File: src/rtl/shift_add_mult_pkg.sv
// Shared definitions for the sequential add-and-shift multiplier:
// controller state encoding and the counter-width helper.
package shift_add_mult_pkg;

    typedef enum logic [1:0] {
        ST_IDLE = 2'd0,
        ST_CALC = 2'd1,
        ST_DONE = 2'd2
    } state_t;

    // Smallest bit count able to hold values 0..value-1 (ceil(log2(value))).
    function automatic int clog2_f(input int value);
        int w;
        w = 0;
        while ((1 << w) < value) begin
            w++;
        end
        return w;
    endfunction

endpackage

File: src/rtl/shift_add_mult_dp.sv
// Multiplier datapath: multiplicand A, partial-product accumulator ACC
// (one guard bit wider than the operands) and multiplier Q, plus the
// add/subtract and the combined right shift of {ACC,Q}.
module shift_add_mult_dp #(
    parameter int WIDTH = 4
) (
    input  logic                 clk,
    input  logic                 reset,
    input  logic                 load_i,      // capture operands, clear ACC
    input  logic                 step_i,      // perform one iteration
    input  logic                 mode_i,      // 1: two's complement operands
    input  logic                 sub_i,       // subtract (signed multiplier MSB)
    input  logic [WIDTH-1:0]     a_i,
    input  logic [WIDTH-1:0]     b_i,
    output logic [2*WIDTH-1:0]   prod_next_o  // {ACC,Q} as it will be after this edge
);

    logic [WIDTH-1:0] a_q,   a_d;
    logic [WIDTH:0]   acc_q, acc_d;
    logic [WIDTH-1:0] q_q,   q_d;
    logic [WIDTH:0]   addend;
    logic [WIDTH+1:0] sum_ext;   // one extra bit captures the unsigned carry
    logic             shift_in;

    // Iteration arithmetic and next-state selection for A/ACC/Q.
    always_comb begin
        // NOTE: every variable gets a default first so no path leaves it unassigned (no latch).
        addend   = '0;
        a_d      = a_q;
        acc_d    = acc_q;
        q_d      = q_q;

        if (q_q[0]) begin
            addend = {mode_i & a_q[WIDTH-1], a_q};
        end

        if (sub_i) begin
            sum_ext = {1'b0, acc_q} - {1'b0, addend};
        end else begin
            sum_ext = {1'b0, acc_q} + {1'b0, addend};
        end

        // Signed: replicate the sign of the WIDTH+1 bit sum. Unsigned: carry-out.
        shift_in = mode_i ? sum_ext[WIDTH] : sum_ext[WIDTH+1];

        if (load_i) begin
            a_d   = a_i;
            q_d   = b_i;
            acc_d = '0;
        end else if (step_i) begin
            acc_d = {shift_in, sum_ext[WIDTH:1]};
            q_d   = {sum_ext[0], q_q[WIDTH-1:1]};
        end

        prod_next_o = {acc_d[WIDTH-1:0], q_d};
    end

    // Operand and partial-product registers.
    always_ff @(posedge clk) begin
        // NOTE: datapath registers are reset too, so an aborted operation leaves no stale operands behind.
        if (reset) begin
            a_q   <= '0;
            acc_q <= '0;
            q_q   <= '0;
        end else begin
            a_q   <= a_d;
            acc_q <= acc_d;
            q_q   <= q_d;
        end
    end

endmodule

File: src/rtl/shift_add_mult.sv
// Parametrised sequential add-and-shift multiplier, signed or unsigned per
// operation. start/busy/done handshake, fixed WIDTH iterations, result held
// in a register until the next accepted request completes.
module shift_add_mult
    import shift_add_mult_pkg::*;
#(
    parameter int WIDTH     = 4,
    parameter bit SIGNED_EN = 1'b1
) (
    input  logic                 clk,
    input  logic                 reset,
    input  logic                 start,
    input  logic                 is_signed,
    input  logic [WIDTH-1:0]     a,
    input  logic [WIDTH-1:0]     b,
    output logic                 busy,
    output logic                 done,
    output logic [2*WIDTH-1:0]   product
);

    localparam int CNT_W = clog2_f(WIDTH + 1);

    state_t               state_q;
    logic [CNT_W-1:0]     count_q;
    logic                 mode_q;
    logic                 busy_q;
    logic                 done_q;
    logic [2*WIDTH-1:0]   product_q;

    logic                 load;
    logic                 step;
    logic                 last_iter;
    logic                 sub;
    logic [2*WIDTH-1:0]   prod_next;

    assign load      = start && (state_q == ST_IDLE || state_q == ST_DONE);
    assign step      = (state_q == ST_CALC);
    assign last_iter = step && (count_q == CNT_W'(WIDTH - 1));
    assign sub       = mode_q && last_iter;

    shift_add_mult_dp #(
        .WIDTH (WIDTH)
    ) u_dp (
        .clk         (clk),
        .reset       (reset),
        .load_i      (load),
        .step_i      (step),
        .mode_i      (mode_q),
        .sub_i       (sub),
        .a_i         (a),
        .b_i         (b),
        .prod_next_o (prod_next)
    );

    // Controller: accept requests, count iterations, publish the result.
    always_ff @(posedge clk) begin
        // NOTE: sequential state uses non-blocking assignments so every register sees pre-edge values.
        if (reset) begin
            state_q   <= ST_IDLE;
            count_q   <= '0;
            mode_q    <= 1'b0;
            busy_q    <= 1'b0;
            done_q    <= 1'b0;
            product_q <= '0;
        end else begin
            case (state_q)
                ST_IDLE, ST_DONE: begin
                    done_q <= 1'b0;
                    if (load) begin
                        count_q <= '0;
                        mode_q  <= is_signed & SIGNED_EN;
                        busy_q  <= 1'b1;
                        state_q <= ST_CALC;
                    end
                end
                ST_CALC: begin
                    count_q <= count_q + CNT_W'(1);
                    if (last_iter) begin
                        product_q <= prod_next;
                        done_q    <= 1'b1;
                        busy_q    <= 1'b0;
                        state_q   <= ST_DONE;
                    end
                end
                default: begin
                    state_q <= ST_IDLE;
                end
            endcase
        end
    end

    assign busy    = busy_q;
    assign done    = done_q;
    assign product = product_q;

endmodule
File: config.mk
export PLATFORM = sky130hd
export DESIGN_NAME = shift_add_mult
export DESIGN_NICKNAME = d
export VERILOG_FILES = /design/src/rtl/shift_add_mult_pkg.sv /design/src/rtl/shift_add_mult_dp.sv /design/src/rtl/shift_add_mult.sv
export SDC_FILE = /design/constraint.sdc
export NUM_CORES = 1
export LEC_CHECK = 0
export ABC_AREA = 1
export CORE_ASPECT_RATIO = 1.1
export CORE_UTILIZATION = 56
export CTS_BUF_LIST = sky130_fd_sc_hd__clkbuf_4 sky130_fd_sc_hd__clkbuf_8
export CTS_CLUSTER_SIZE = 12
export DETAILED_ROUTE_END_ITERATION = 7
export GPL_ROUTABILITY_DRIVEN = 0
export PLACE_DENSITY = 0.82
export SYNTH_ARGS = -nofsm -noshare
export SYNTH_HDL_FRONTEND = slang
export SYNTH_SLANG_ARGS = --single-unit
File: constraint.sdc
create_clock -name clk -period 2.9 [get_ports clk]
set_input_delay 0.29 -clock clk [delete_from_list [all_inputs] [get_ports clk]]
set_output_delay 0.29 -clock clk [all_outputs]
set_load 0.005 [all_outputs]
==> qor.csv <==
metric;value;unit
grt_overflow;0;
grt_pass1_vias;1263;
fmax;399.7;MHz
grt_max_degree;17;
fin_crit;2.502;ns
worstPathMaxFanout;16;
clockRootBuffer;clkbuf_4;
drv_cap;0;
dp.cells;246;
wire_per_inst;12.88;µm
dp_hpwl;2442;µm
pwr-share-clk;31.1;%
cts.sinks;29;
clockBufferDepth;2;
fill_cells;188;
netlist_instances;197;
required;3.13;ns
outcome;completed;
final_core_util;71.67;%
cts-htree-levels;2;
tns;0;ns
yosys_warnings;0;
start_kind;flip-flop;
cts_resized;0;
final_antenna_net_count;0;
crit_arrival;2.73;ns
hold_slack;0.4638;ns
setup_slack;0.3980;ns
multi_input_area;795.8;µm²
drv_slew;0;
layout_common_cells;nand2_1 (43), dfxtp_1 (29), clkdlybuf4s50_1 (21);
max_stage_delay;0.33;ns
finalHoldViolCount;0;
switching_share;29.20;%
synthXorXnorAreaFrac;1.136;%
pwr-share-seq;48.4;%
firstDrtPassIters;4;
vias;1342;
netlist_top_cells_area;dfxtp_1 (38%), nand2_1 (10%), ha_1 (6.5%), a21oi_1 (4.9%), inv_1 (4.4%);
cts_setup_buffers;0;
powerDensity;491.1;mW/mm²
final_cell_count_no_fill;254;
rsz0062_at_grt;no;
final_layout_size_suffix_gt1_share;17.04;%
cp-end-kind;flip-flop;
cp_common_cell;ha_1;
core;0.002544;mm²
yosys.area.top_type_share;37.66;%
ff_latch_area;580.6;µm²
die_area;0.002967;mm²
p_leak;0.8228;nW
synth_seq_cells;29;
die_h;57.03;µm
tightest_slew;0.4940;ns
drt_iter0_drc;21;
combPwrFrac;20.5;%
ioPinCount;22;
place_worst_setup_slack;0.4234;ns
antenna_found_initial;0;
synth_simple_gate_area_share;25.41;%
crit_slowest_cell;dfxtp_1;
internal-power;633.8;µW
cts_hold_repair.buffers;0;
hp-class;reg2reg;
cts_buffers;5;
synth_compound_area_share;17.29;%
seq_area_frac_synth;37.66;%
synth_top_family_by_area;simple AND/OR/NAND/NOR gates;
switchingPower;261.5;µW
max_slew_margin;67.03;%
setup_viol;0;
muxShareOfSynthArea;0;%
clkLatencyLatePin;0.33;ns
synthAdderAreaFrac;7.792;%
syn_nets;218;
layout_commonest_cell;nand2_1;
grt.total_usage;25.33;%
cts_tree;yes;
vias_per_cell;5.283;
vdd_drop_max;488.8;µV
synth.distinct_cells;36;
criticalPathCategory;reg2reg;
clk_pin_slew_worst_paths;0.09;ns
worstPathCellList;ha_1 -> ha_1 -> nand2_4 -> clkinv_4 -> nand2_2 -> nand2_1 -> xnor2_1 -> ha_1 -> or2_1 -> a21o_1 -> nand3_1 -> nand3_1 -> nand2_1 -> inv_1;
finalNetCount;243;
n_antenna_cell;0;
io_buffers;21;
area_growth_syn_to_layout;18.26;%
synth_area_leader_cell;dfxtp_1;
synth_area_per_cell;7.825;µm²
fp-row-count;19;
route.detailed.drc;0;
wl;3271;µm
die_w;52.03;µm
grt_pass1_wl;5485;µm
skew;0.004334;ns
start_util;60.60;%
fin_crit_sh;86.27;%
syn_area;0.001541;mm²
[synth_stat cells (all sizes together)]
cell type / instances
o211ai: 5
ha: 8
and2: 1
dfxtp: 29
inv: 27
clkinv: 1
o21a: 2
a21o: 1
fa: 1
nand3: 13
a211oi: 1
buf: 4
clkbuf: 1
nand2: 49
a21oi: 17
o21ai: 13
or2: 2
a31oi: 1
xnor2: 2
nor2: 16
o21bai: 1
nand3b: 1
nand4: 1
[stage by stage]
step / total power, mW / cell area [µm²]
4_1_cts: 0.9063 / 1823
2_1_floorplan: 0.5763 / 1541
3_3_place_gp: 0.6152 / 1753
3_5_place_dp: 0.6259 / 1753
6_report: 0.8953 / 1823
5_1_grt: 0.9462 / 1823
[sequential cells by signal, indices dropped and copies added, names as in the netlist]
name,cells
product,8
u_dp.acc_q,5
u_dp.a_q,4
u_dp.q_q,4
count_q,3
state_q,2
busy,1
done,1
mode_q,1
[area by class of cell]
type	instances	share of cell area (%)
Inverter	28	6.177
Multi-Input combinational cell	135	43.65
Clock inverter	1	0.2745
Clock buffer	7	3.569
Timing Repair Buffer	23	12.35
Tap cell	31	2.128
Sequential cell	29	31.85
[layer usage]
metal | up-vias | GRT usage [%] | wire (µm)
met5 | - | 0 | 0
li1 | 689 | - | -
met1 | 622 | 30.60 | 1459
met4 | 0 | 14.29 | 53
met2 | 25 | 41.39 | 1651
met3 | 6 | 4.800 | 107
[worst max-delay path: cells and delay by family (launching register included)]
family                     cells  cell delay, ns
AOI/OAI and AO/OA              1            0.18
xor gates and xnor gates       1            0.12
adders and majority gates      3            0.76
buffers and inverters          2            0.18
DFF                            1            0.33
and+or+nand+nor                7            0.82
[worst paths after layout]
check             startpoint          to  slack (ns)  cells past startpoint
setup reg to reg  count_q[0]  product[6]        0.40                     14
hold reg to reg   count_q[2]  count_q[2]        0.46                      2
hold / removal    count_q[2]  count_q[2]        0.46                      2
setup / recovery  count_q[0]  product[6]        0.40                     14
[cells by family after synthesis]
kind of cell	count (synthesis)
adder cells (fa/ha/maj)	9
XOR/XNOR	2
AO/OA/AOI/OAI	41
flip-flops	29
AND/OR/NAND/NOR	83
buffers and inverters	33
[power by group through the flow]
stage	logic, mW	registers (mW)	clock network [mW]
floorplan	0.138	0.439	0
global route	0.210	0.435	0.301
global placement	0.174	0.441	0
CTS	0.184	0.433	0.289
finish	0.184	0.433	0.278
detailed placement	0.184	0.442	0
No activity file was read; power rests on OpenSTA's default activity.
